[config.mk]
export PLATFORM = sky130hd
export DESIGN_NAME = rr_req_gnt_arb_flat
export DESIGN_NICKNAME = d
export VERILOG_FILES = /design/src/rtl/rr_req_gnt_arb_if.sv /design/src/rtl/rr_req_gnt_arb.sv /design/src/flat_wrapper.sv
export SDC_FILE = /design/constraint.sdc
export NUM_CORES = 1
export LEC_CHECK = 0
export ABC_CLOCK_PERIOD_IN_PS = 3250
export BUFFER_PORTS_ARGS = -buffer_cell sky130_fd_sc_hd__buf_4
export CAP_MARGIN = 20
export CORE_MARGIN = 4
export CORE_UTILIZATION = 50
export DETAILED_ROUTE_END_ITERATION = 12
export GPL_ROUTABILITY_DRIVEN = 0
export PLACE_DENSITY = 0.8
export SKIP_CTS_REPAIR_TIMING = 1
export SYNTH_ARGS = -nofsm -noshare
export SYNTH_HDL_FRONTEND = slang
export SYNTH_SLANG_ARGS = --single-unit
[constraint.sdc]
create_clock -name clk -period 3.25 [get_ports clk]
set_clock_uncertainty 0.1 [all_clocks]
set_input_delay 0.325 -clock clk [delete_from_list [all_inputs] [get_ports clk]]
set_output_delay 0.325 -clock clk [all_outputs]
set_load 0.05 [all_outputs]
[src/rtl/rr_req_gnt_arb_if.sv]
// ---------------------------------------------------------------------------
// rr_req_gnt_arb_if
//
// Purpose : Groups the request/grant signals of the round-robin arbiter.
//           Requesters drive req. The arbiter returns a registered grant
//           vector, the owner index and a hold-timeout pulse.
//
// Parameters
//   N_REQ   : number of requester channels (2..16)
//
// Signals
//   req     : per-channel level request, bit i = channel i
//   gnt     : one-hot (or all-zero) grant vector
//   gnt_vld : high while any gnt bit is high
//   gnt_id  : index of the current owner; keeps the last owner when idle
//   expire  : one-cycle pulse on a forced hand-over by hold timeout
//
// Modports
//   master  : requester side (drives req)
//   slave   : arbiter side (drives the grant outputs)
// ---------------------------------------------------------------------------
interface rr_req_gnt_arb_if #(
  parameter int N_REQ = 4
);

  localparam int ID_W = (N_REQ > 2) ? $clog2(N_REQ) : 1;

  logic [N_REQ-1:0] req;
  logic [N_REQ-1:0] gnt;
  logic             gnt_vld;
  logic [ID_W-1:0]  gnt_id;
  logic             expire;

  modport master (
    output req,
    input  gnt,
    input  gnt_vld,
    input  gnt_id,
    input  expire
  );

  modport slave (
    input  req,
    output gnt,
    output gnt_vld,
    output gnt_id,
    output expire
  );

endinterface

[src/rtl/rr_req_gnt_arb.sv]
// ---------------------------------------------------------------------------
// rr_req_gnt_arb
//
// Purpose : Round-robin request/grant arbiter with a bounded hold time.
//           A channel keeps the grant while its request stays high. After
//           MAX_HOLD consecutive cycles it is forced to hand over, but only
//           if another channel is waiting. The hand-over is flagged with a
//           one-cycle expire pulse. All outputs are registered.
//
// Parameters
//   N_REQ    : number of requester channels (2..16)
//   MAX_HOLD : maximum consecutive grant cycles while others wait (1..255)
//
// Ports
//   clk      : single clock, rising-edge
//   rst_n    : asynchronous active-low reset
//   bus      : rr_req_gnt_arb_if.slave
//              (req in; gnt, gnt_vld, gnt_id and expire out)
// ---------------------------------------------------------------------------
module rr_req_gnt_arb #(
  parameter int N_REQ    = 4,
  parameter int MAX_HOLD = 8
) (
  input  logic            clk,
  input  logic            rst_n,
  rr_req_gnt_arb_if.slave bus
);

  localparam int ID_W  = (N_REQ > 2) ? $clog2(N_REQ) : 1;
  localparam int CNT_W = $clog2(MAX_HOLD + 1);

  localparam logic [CNT_W-1:0] CNT_MAX = CNT_W'(MAX_HOLD);
  localparam logic [CNT_W-1:0] CNT_ONE = CNT_W'(1);
  localparam logic [ID_W-1:0]  ID_LAST = ID_W'(N_REQ - 1);

  typedef enum logic {
    ST_IDLE  = 1'b0,
    ST_GRANT = 1'b1
  } state_t;

  // -------------------------------------------------------------------------
  // State
  // -------------------------------------------------------------------------
  state_t           state_q,   state_d;
  logic [N_REQ-1:0] gnt_q,     gnt_d;
  logic             gnt_vld_q, gnt_vld_d;
  logic [ID_W-1:0]  gnt_id_q,  gnt_id_d;
  logic [ID_W-1:0]  ptr_q,     ptr_d;
  logic [CNT_W-1:0] cnt_q,     cnt_d;
  logic             expire_q,  expire_d;

  // -------------------------------------------------------------------------
  // Winner search
  //
  // Returns the first set bit of mask at or after start, wrapping from
  // N_REQ-1 back to 0. The loop runs from the farthest offset down to the
  // nearest, so the last match it records is the nearest one. This needs no
  // early exit. When mask is zero the result is don't-care; callers gate it
  // with |mask.
  // -------------------------------------------------------------------------
  function automatic logic [ID_W-1:0] rr_pick(
    input logic [N_REQ-1:0] mask,
    input logic [ID_W-1:0]  start
  );
    logic [ID_W-1:0]  win;
    logic [N_REQ-1:0] shifted;
    int               idx;
    win = start;
    for (int off = N_REQ - 1; off >= 0; off--) begin
      idx = int'(start) + off;
      if (idx >= N_REQ) begin
        idx = idx - N_REQ;
      end
      shifted = mask >> idx;
      if (shifted[0]) begin
        win = ID_W'(idx);
      end
    end
    return win;
  endfunction

  // -------------------------------------------------------------------------
  // Candidate selection
  //
  // While the owner still requests, the only way to move the grant is a
  // timeout. In that case the owner is masked out of the search. In every
  // other situation the owner's request bit is low or there is no owner,
  // so the raw request vector is the candidate set.
  // -------------------------------------------------------------------------
  logic             owner_req;
  logic [N_REQ-1:0] others_req;
  logic [N_REQ-1:0] pick_mask;
  logic             pick_any;
  logic [ID_W-1:0]  pick_id;
  logic [N_REQ-1:0] pick_oh;
  logic [ID_W-1:0]  pick_ptr;

  assign owner_req  = (state_q == ST_GRANT) && |(bus.req & gnt_q);
  assign others_req = bus.req & ~gnt_q;
  assign pick_mask  = owner_req ? others_req : bus.req;
  assign pick_any   = |pick_mask;
  assign pick_id    = rr_pick(pick_mask, ptr_q);

  // The pointer moves to the channel just above the new winner.
  assign pick_ptr   = (pick_id == ID_LAST) ? '0 : pick_id + ID_W'(1);

  // Decode the winner index into its one-hot grant vector.
  generate
    for (genvar gi = 0; gi < N_REQ; gi++) begin : g_pick_dec
      assign pick_oh[gi] = (pick_id == ID_W'(gi));
    end
  endgenerate

  // -------------------------------------------------------------------------
  // Next-state / output logic
  // -------------------------------------------------------------------------
  logic take_grant;

  always_comb begin
    state_d    = state_q;
    gnt_d      = gnt_q;
    gnt_id_d   = gnt_id_q;
    ptr_d      = ptr_q;
    cnt_d      = cnt_q;
    expire_d   = 1'b0;
    take_grant = 1'b0;

    case (state_q)
      ST_IDLE: begin
        gnt_d = '0;
        cnt_d = '0;
        if (pick_any) begin
          take_grant = 1'b1;
        end
      end

      ST_GRANT: begin
        if (owner_req) begin
          if (cnt_q < CNT_MAX) begin
            cnt_d = cnt_q + CNT_ONE;
          end else if (pick_any) begin
            // Hold budget used up and someone else is waiting.
            take_grant = 1'b1;
            expire_d   = 1'b1;
          end else begin
            // Nobody is waiting, so the owner keeps the grant and starts a
            // fresh hold window. This keeps cnt from ever passing MAX_HOLD.
            cnt_d = CNT_ONE;
          end
        end else if (pick_any) begin
          // Owner released; hand over in the same edge with no idle gap.
          take_grant = 1'b1;
        end else begin
          state_d = ST_IDLE;
          gnt_d   = '0;
          cnt_d   = '0;
        end
      end

      default: begin
        state_d = ST_IDLE;
        gnt_d   = '0;
        cnt_d   = '0;
      end
    endcase

    if (take_grant) begin
      state_d  = ST_GRANT;
      gnt_d    = pick_oh;
      gnt_id_d = pick_id;
      ptr_d    = pick_ptr;
      cnt_d    = CNT_ONE;
    end
  end

  assign gnt_vld_d = |gnt_d;

  // -------------------------------------------------------------------------
  // Registers
  // -------------------------------------------------------------------------
  always_ff @(posedge clk or negedge rst_n) begin
    if (!rst_n) begin
      state_q   <= ST_IDLE;
      gnt_q     <= '0;
      gnt_vld_q <= 1'b0;
      gnt_id_q  <= '0;
      ptr_q     <= '0;
      cnt_q     <= '0;
      expire_q  <= 1'b0;
    end else begin
      state_q   <= state_d;
      gnt_q     <= gnt_d;
      gnt_vld_q <= gnt_vld_d;
      gnt_id_q  <= gnt_id_d;
      ptr_q     <= ptr_d;
      cnt_q     <= cnt_d;
      expire_q  <= expire_d;
    end
  end

  assign bus.gnt     = gnt_q;
  assign bus.gnt_vld = gnt_vld_q;
  assign bus.gnt_id  = gnt_id_q;
  assign bus.expire  = expire_q;

  // -------------------------------------------------------------------------
  // Structural invariants
  // -------------------------------------------------------------------------
`ifndef SYNTHESIS
  a_gnt_onehot0 : assert property (@(posedge clk) disable iff (!rst_n)
    $onehot0(gnt_q));
  a_vld_matches : assert property (@(posedge clk) disable iff (!rst_n)
    gnt_vld_q == (|gnt_q));
  a_cnt_bound   : assert property (@(posedge clk) disable iff (!rst_n)
    cnt_q <= CNT_MAX);
`endif

endmodule
[src/flat_wrapper.sv]
// flat-port wrapper written by rule: the top's interface ports become plain ports
module rr_req_gnt_arb_flat 
#(
  parameter int N_REQ    = 4,
  parameter int MAX_HOLD = 8
)
  (clk, rst_n, bus_req, bus_gnt, bus_gnt_vld, bus_gnt_id, bus_expire);
  rr_req_gnt_arb_if #(.N_REQ(N_REQ)) bus_i ();
  input  logic clk;
  input  logic rst_n;
  input wire logic [$bits(bus_i.req)-1:0] bus_req;
  output wire logic [$bits(bus_i.gnt)-1:0] bus_gnt;
  output wire logic [$bits(bus_i.gnt_vld)-1:0] bus_gnt_vld;
  output wire logic [$bits(bus_i.gnt_id)-1:0] bus_gnt_id;
  output wire logic [$bits(bus_i.expire)-1:0] bus_expire;
  assign bus_i.req = bus_req;
  assign bus_gnt = bus_i.gnt;
  assign bus_gnt_vld = bus_i.gnt_vld;
  assign bus_gnt_id = bus_i.gnt_id;
  assign bus_expire = bus_i.expire;
  rr_req_gnt_arb #(.N_REQ(N_REQ), .MAX_HOLD(MAX_HOLD)) u_core (.clk(clk), .rst_n(rst_n), .bus(bus_i));
endmodule
**Word level (Yosys, flattened, before mapping)**

Cells that the tools add are included.

- Output and inout port bits: 8
- Bits of input ports: 6
- Logic and storage cells: 69
- Register bits: 15

- Shift-type cells: 4
- Mux-type cells: 29
- $add $sub $neg: 9
- Reductions and logical operators: 6
- Bitwise operators: 4
- Equal/unequal tests: 5
- Order comparisons: 5

Operators with widths:

| kind | count |
|---|---|
| $mux W32 | 4 |
| $shr A4 B32 Y1 | 4 |
| $ge A32 B4 Y1 const B | 3 |
| $sub A32 B4 Y32 const B | 3 |
| $mux W4 | 9 |
| $pmux W4 S2 | 2 |
| $reduce_or A4 Y1 | 3 |
| $mux W2 | 5 |
| $and A4 B4 Y4 | 2 |
| $mux W1 | 8 |
| $ne A4 B4 Y1 const B | 2 |
| $add A2 B2 Y3 const B | 2 |
| $add A4 B1 Y4 const B | 1 |
| $eq A2 B2 Y1 const B | 2 |
| $lt A4 B4 Y1 const B | 1 |
| $not A4 Y4 | 1 |
| $sub A2 B3 Y4 const B | 1 |
| $add A2 B1 Y3 const B | 1 |
| $ge A2 B3 Y1 const B | 1 |
| $add A2 B1 Y2 const B | 1 |
| $eq A2 B1 Y1 const B | 1 |
| $logic_not A2 Y1 | 1 |
| $pmux W1 S2 | 1 |
| $reduce_and A2 Y1 | 1 |
| 2 further kinds | 2 |

**Depth between registers and ports, before layout**

- Depth in word-level cells: 12
- Depth in mapped cells: 12
- Mapped depth without buffers: 11

**Least setup slack after synthesis**

OpenSTA, ideal clock, no wires.

- Path type: register to register
- From: reg u_core.ptr_q[0]
- To: reg u_core.gnt_vld_q (netlist: u_core.bus.gnt_vld)
- Stages on the path, launching flop included: 13
- Period minus slack after synthesis: 3.503 ns
- Path slack: -0.253 ns
- Setup time: 0.139 ns
- Data required time: 3.011 ns
- Arrival: 3.265 ns
- Path buffers: 1
- Cell sequence: dfrtp_1 -> buf_1 -> inv_1 -> ha_1 -> a21boi_0 -> a22oi_1 -> o211ai_1 -> a21oi_1 -> a211o_1 -> and2_1 -> ha_1 -> a22o_2 -> or4_1

- Cells in the longest elaborated chain, start to end: 11
- Elaborated cells on any way between the ends: 29
- Classes of those cells: add/sub: 7; order compare: 4; eq/ne: 3; shift: 4; mux: 9; reduce/logical: 2

Ends and longest elaborated chain:

| item | line | source |
|---|---|---|
| start, declared | rr_req_gnt_arb.sv:48 | `logic [ID_W-1:0] ptr_q, ptr_d;` |
| start signal, assigned | rr_req_gnt_arb.sv:195 | `ptr_q <= ptr_d;` |
| $add A2 B2 Y3 | rr_req_gnt_arb.sv:70 | `idx = int'(start) + off;` |
| $sub A32 B4 Y32 or $ge A32 B4 Y1 (tied branches) | rr_req_gnt_arb.sv:72, rr_req_gnt_arb.sv:71 |  |
| $mux W32 | rr_req_gnt_arb.sv:71 | `if (idx >= N_REQ) begin` |
| $shr A4 B32 Y1 | rr_req_gnt_arb.sv:74 | `shifted = mask >> idx;` |
| $mux W2 (3 in a row) | rr_req_gnt_arb.sv:75 | `if (shifted[0]) begin` |
| $mux W2 (*) | rr_req_gnt_arb.sv:75 |  |
| $eq A2 B2 Y1 (*) | rr_req_gnt_arb.sv:110 | `assign pick_oh[gi] = (pick_id == ID_W'(gi));` |
| $mux W4 (*) | rr_req_gnt_arb.sv:167 | `if (take_grant) begin` |
| named net u_core.gnt_d[2] | rr_req_gnt_arb.sv:45 | `logic [N_REQ-1:0] gnt_q, gnt_d;` |
| $reduce_or A4 Y1 (*) | rr_req_gnt_arb.sv:176 | `assign gnt_vld_d = \|gnt_d;` |
| named net u_core.gnt_vld_d | rr_req_gnt_arb.sv:46 | `logic gnt_vld_q, gnt_vld_d;` |
| end signal, assigned | rr_req_gnt_arb.sv:193 | `gnt_vld_q <= gnt_vld_d;` |
| end, declared | rr_req_gnt_arb.sv:46 |  |

The timed path passes the listed nets; every way through them passes the cells marked *.
A chain may end at the register's enable or synchronous reset.

**Final worst setup path**

- From: reg u_core.ptr_q[1]
- To: reg u_core.gnt_vld_q (netlist: u_core.bus.gnt_vld)

- Cells in the longest elaborated chain, start to end: 11
- Elaborated cells on any way between the ends: 29
- Classes of those cells: add/sub: 7; order compare: 4; eq/ne: 3; shift: 4; mux: 9; reduce/logical: 2

Ends and longest elaborated chain:

| item | line | source |
|---|---|---|
| $add A2 B2 Y3 | rr_req_gnt_arb.sv:70 |  |
| $sub A32 B4 Y32 or $ge A32 B4 Y1 (tied branches) | rr_req_gnt_arb.sv:72, rr_req_gnt_arb.sv:71 |  |
| $mux W32 | rr_req_gnt_arb.sv:71 |  |
| $shr A4 B32 Y1 | rr_req_gnt_arb.sv:74 |  |
| $mux W2 (3 in a row) | rr_req_gnt_arb.sv:75 |  |
| $mux W2 (*) | rr_req_gnt_arb.sv:75 |  |
| named net u_core.pick_id[1] | rr_req_gnt_arb.sv:94 | `logic [ID_W-1:0] pick_id;` |
| $logic_not A2 Y1 (*) | rr_req_gnt_arb.sv:110 |  |
| $mux W4 (*) | rr_req_gnt_arb.sv:167 |  |
| named net u_core.gnt_d[0] | rr_req_gnt_arb.sv:45 |  |
| $reduce_or A4 Y1 (*) | rr_req_gnt_arb.sv:176 |  |
| named net u_core.gnt_vld_d | rr_req_gnt_arb.sv:46 |  |

Marks and branches as above.

==> impl_table.tex <==
\begin{tabular}{lr}
\hline
Metric & Value \\
\hline
\multicolumn{2}{l}{\textbf{Run status}} \\
\quad Outcome & completed \\
\multicolumn{2}{l}{\textbf{Critical path}} \\
\quad Worst path required time & 3.32 ns \\
\quad Critical R2R Launch & u\_core.ptr\_q[1]\$\_DFFE\_PN0P\_ \\
\quad Reg-to-reg slack, setup & 0.03 ns \\
\quad Cell with the biggest individual delay on the critical path & sky130\_fd\_sc\_hd\_\_or4\_1 \\
\quad Worst-path maximum fanout & 5 \\
\quad Destination of the worst register-to-register timing path & u\_core.bus.gnt\_vld\$\_DFF\_PN0\_ \\
\quad Startpoint class of the critical path & flop \\
\quad Largest incremental delay on the critical path & 0.47 ns \\
\quad Arrival time reported for the critical path endpoint & 3.28 ns \\
\quad Critical Path End Type & flop \\
\quad Most prevalent standard cell on the critical path & sky130\_fd\_sc\_hd\_\_inv\_1 \\
\quad Cell Chain, Critical Path & inv\_1 -> ha\_4 -> a21boi\_2 -> a22oi\_1 -> o211ai\_1 -> a21oi\_1 -> o221ai\_1 -> inv\_1 -> ha\_1 -> a22o\_2 -> or4\_1 \\
\quad Critical path class & reg -> reg \\
\quad Cells on worst reg2reg path & 11 \\
\multicolumn{2}{l}{\textbf{Global route}} \\
\quad Sum of overflow across all layers after global routing & 0 \\
\quad Initial antenna violation count & 0 \\
\quad Tot GR Track Use & 0.208 \\
\quad Pin count of the biggest net entering global routing & 16 \\
\quad Via count of the first global-routing pass & 920 \\
\quad Global-route wire length before repair & 4240 um \\
\multicolumn{2}{l}{\textbf{Yosys}} \\
\quad Most used DFF post-synth & sky130\_fd\_sc\_hd\_\_dfrtp\_1 \\
\quad Count of flip-flops with a built-in enable after synthesis & 0 \\
\quad Net count after synthesis & 118 \\
\quad Cell variety after synth & 32 \\
\quad Fraction of synthesis flops using an asynchronous set or reset pin & 1.00 \\
\quad Post-Synthesis Cell Area & 1030 um2 \\
\quad Synth Instances & 104 \\
\quad Sequential area share after synthesis & 0.363 \\
\quad Yosys Warn Count & 0 \\
\quad Post-Syn Area per Cell & 9.94 um2 \\
\quad Synthesis-stage register bit count & 15 \\
\multicolumn{2}{l}{\textbf{Floorplanning}} \\
\quad Core outline area & 1960 um2 \\
\quad Core Rows & 16 \\
\quad Overall die area & 2860 um2 \\
\quad Initial Util & 0.527 \\
\quad Overall die width & 53.5 um \\
\quad Top-Level Pins & 14 \\
\quad Die height & 53.5 um \\
\multicolumn{2}{l}{\textbf{Timing}} \\
\quad Highest achievable clock rate & 311 MHz \\
\quad Hold Vio Cnt, Final & 0 \\
\quad Worst slew margin & 0.618 \\
\quad Final worst path period share & 0.989 \\
\quad Time the worst path needs with I/O delays and setup & 3.22 ns \\
\quad Final setup viols & 0 \\
\quad Slew at the pin closest to its max-slew limit & 0.566 ns \\
\quad Fin. max-slew vios & 0 \\
\quad Minimum hold slack & 0.328 ns \\
\multicolumn{2}{l}{\textbf{Final layout}} \\
\quad Area overhead of the layout relative to synthesis & 23.4\% \\
\quad Share of final-layout standard cells stronger than drive strength 1 & 0.331 \\
\quad Number of inserted filler cells in the final layout & 181 \\
\quad \# diodes & 0 \\
\quad Final layout net count & 142 \\
\multicolumn{2}{l}{\textbf{Drt}} \\
\quad Post-DR wirelength/cell & 17.0 um \\
\quad Total wire length & 2610 um \\
\quad Residual antenna-violating net count after detailed routing & 0 \\
\quad Number of DRC violations after detailed routing & 0 \\
\quad Number of iterations in the first detailed-routing pass & 6 \\
\quad DR vias/cell & 6.05 \\
\quad Total vias in the final route & 932 \\
\quad Count of routing violations after the opening detailed-route iteration & 38 \\
\multicolumn{2}{l}{\textbf{Clock network}} \\
\quad Clock sink count & 15 \\
\quad CTS tree & yes \\
\quad Inserted Clock Buffers & 3 \\
\quad Clock-pin transition on the worst setup and hold timing paths & 0.09 ns \\
\quad Max clock buf depth & 2 \\
\quad Clock Tree Root & sky130\_fd\_sc\_hd\_\_clkbuf\_4 \\
\quad Clock H-tree levels & 1 \\
\quad Insertion delay to the later sink of the worst-skew pair & 0.29 ns \\
\multicolumn{2}{l}{\textbf{Run}} \\
\quad Max-capacitance violation count & 0 \\
\multicolumn{2}{l}{\textbf{Min path}} \\
\quad Min-Delay Path Class & in -> async \\
\multicolumn{2}{l}{\textbf{Place}} \\
\quad Buffers on Ports & 13 \\
\quad Detail Placement HPWL & 1890 um \\
\hline
\end{tabular}
-- worst max-delay path by stage --
stage,startpoint,cells past startpoint,endpoint
floorplan,u_core.ptr_q[0]$_DFFE_PN0P_,12,u_core.bus.gnt_vld$_DFF_PN0_
global placement,u_core.ptr_q[1]$_DFFE_PN0P_,11,u_core.bus.gnt_vld$_DFF_PN0_
detailed placement,u_core.ptr_q[1]$_DFFE_PN0P_,11,u_core.bus.gnt_vld$_DFF_PN0_
CTS,u_core.ptr_q[1]$_DFFE_PN0P_,11,u_core.bus.gnt_vld$_DFF_PN0_
global route,u_core.ptr_q[1]$_DFFE_PN0P_,11,u_core.bus.gnt_vld$_DFF_PN0_
finish,u_core.ptr_q[1]$_DFFE_PN0P_,11,u_core.bus.gnt_vld$_DFF_PN0_
-- synthesized netlist by cell type (2+ instances only) --
master | instances | share of area
sky130_fd_sc_hd__a21oi_1 | 9 | 0.044
sky130_fd_sc_hd__or4_1 | 2 | 0.015
sky130_fd_sc_hd__mux2_2 | 5 | 0.054
sky130_fd_sc_hd__a22o_1 | 4 | 0.034
sky130_fd_sc_hd__nor3_1 | 2 | 0.0097
sky130_fd_sc_hd__a21boi_2 | 2 | 0.022
sky130_fd_sc_hd__ha_1 | 8 | 0.097
sky130_fd_sc_hd__a21boi_1 | 2 | 0.015
sky130_fd_sc_hd__o211ai_1 | 2 | 0.015
sky130_fd_sc_hd__o22ai_1 | 2 | 0.012
sky130_fd_sc_hd__nor2_1 | 5 | 0.018
sky130_fd_sc_hd__o21ai_0 | 5 | 0.024
sky130_fd_sc_hd__inv_1 | 4 | 0.015
sky130_fd_sc_hd__dfrtp_1 | 15 | 0.36
sky130_fd_sc_hd__a22o_2 | 4 | 0.039
sky130_fd_sc_hd__nand2_1 | 11 | 0.040
sky130_fd_sc_hd__nand3_1 | 3 | 0.015
sky130_fd_sc_hd__and2_1 | 2 | 0.012
sky130_fd_sc_hd__a21boi_0 | 2 | 0.015
sky130_fd_sc_hd__mux2i_1 | 3 | 0.029
-- metal layers --
metal	part of all wire	track usage
met2	0.48	0.314
met1	0.45	0.287
met5	0	0
met3	0.058	0.0479
met4	0.010	0.0723
-- metrics by stage --
step                       util  TNS, ns  setup slack (ns)  instances  cell area, um2
after global placement    0.617        0             0.154        149            1210
after detailed placement  0.617        0           0.00723        149            1210
after floorplan               -        0            0.0350        104            1040
after CTS                 0.630  -0.0111           -0.0111        153            1240
final                     0.650        0            0.0347        154            1270
after global routing      0.650  -0.0392           -0.0392        154            1270
-- worst max-delay path: cells and delay by family, from the launching register on --
kind	cells	cell delay, ns
and+or+nand+nor	1	0.47
adders and majority gates	2	0.53
DFF	1	0.35
AOI/OAI and AO/OA	6	1.41
buffers and inverters	2	0.23
-- registers in the layout, summed over array words and instances (netlist names) --
signal and flops:
u_core.bus.gnt 4, u_core.ptr_q 2, u_core.bus.gnt_id 2, u_core.bus.gnt_vld 1, u_core.cnt_q 4, u_core.state_q 1
u_core.bus.expire 1
-- layout by cell type (no fill, tap or decap), types with 2 or more instances in the layout --
cell type / instances
sky130_fd_sc_hd__nand3_1: 3
sky130_fd_sc_hd__nor2_1: 4
sky130_fd_sc_hd__nand2_1: 11
sky130_fd_sc_hd__mux2i_1: 3
sky130_fd_sc_hd__a21oi_1: 7
sky130_fd_sc_hd__inv_1: 4
sky130_fd_sc_hd__nor3_1: 2
sky130_fd_sc_hd__a21boi_2: 3
sky130_fd_sc_hd__dfrtp_1: 15
sky130_fd_sc_hd__o22ai_1: 2
sky130_fd_sc_hd__a21oi_2: 2
sky130_fd_sc_hd__ha_1: 6
sky130_fd_sc_hd__or4_1: 2
sky130_fd_sc_hd__mux2_2: 5
sky130_fd_sc_hd__buf_4: 20
sky130_fd_sc_hd__and2_1: 2
sky130_fd_sc_hd__nor2_2: 2
sky130_fd_sc_hd__a21boi_1: 2
sky130_fd_sc_hd__o21ai_0: 5
sky130_fd_sc_hd__clkbuf_4: 3
sky130_fd_sc_hd__a22o_2: 4
sky130_fd_sc_hd__o211ai_1: 2
sky130_fd_sc_hd__a22o_1: 4
-- cell type report --
cell class,count,area (um2),share of cell area
clock buffers,4,26.3,0.0206
inverters,4,15.0,0.0118
multi-input cells,83,664,0.521
flip-flops and latches,15,375,0.294
well taps,27,33.8,0.0265
repair buffers,21,160,0.126
-- logic make-up (layout without fill, tap and decap cells) --
logic type,after synthesis,count (layout),synth area share
fa+ha+maj,8,8,0.0969
xor+xnor,1,1,0.00848
mux,9,9,0.109
compound gates,37,37,0.257
simple gates,28,28,0.144
flops,15,15,0.363
buf+inv,6,29,0.0218
Power is not shown: default switching activity piles up to over one toggle a cycle in this logic, so the estimate is an artifact.
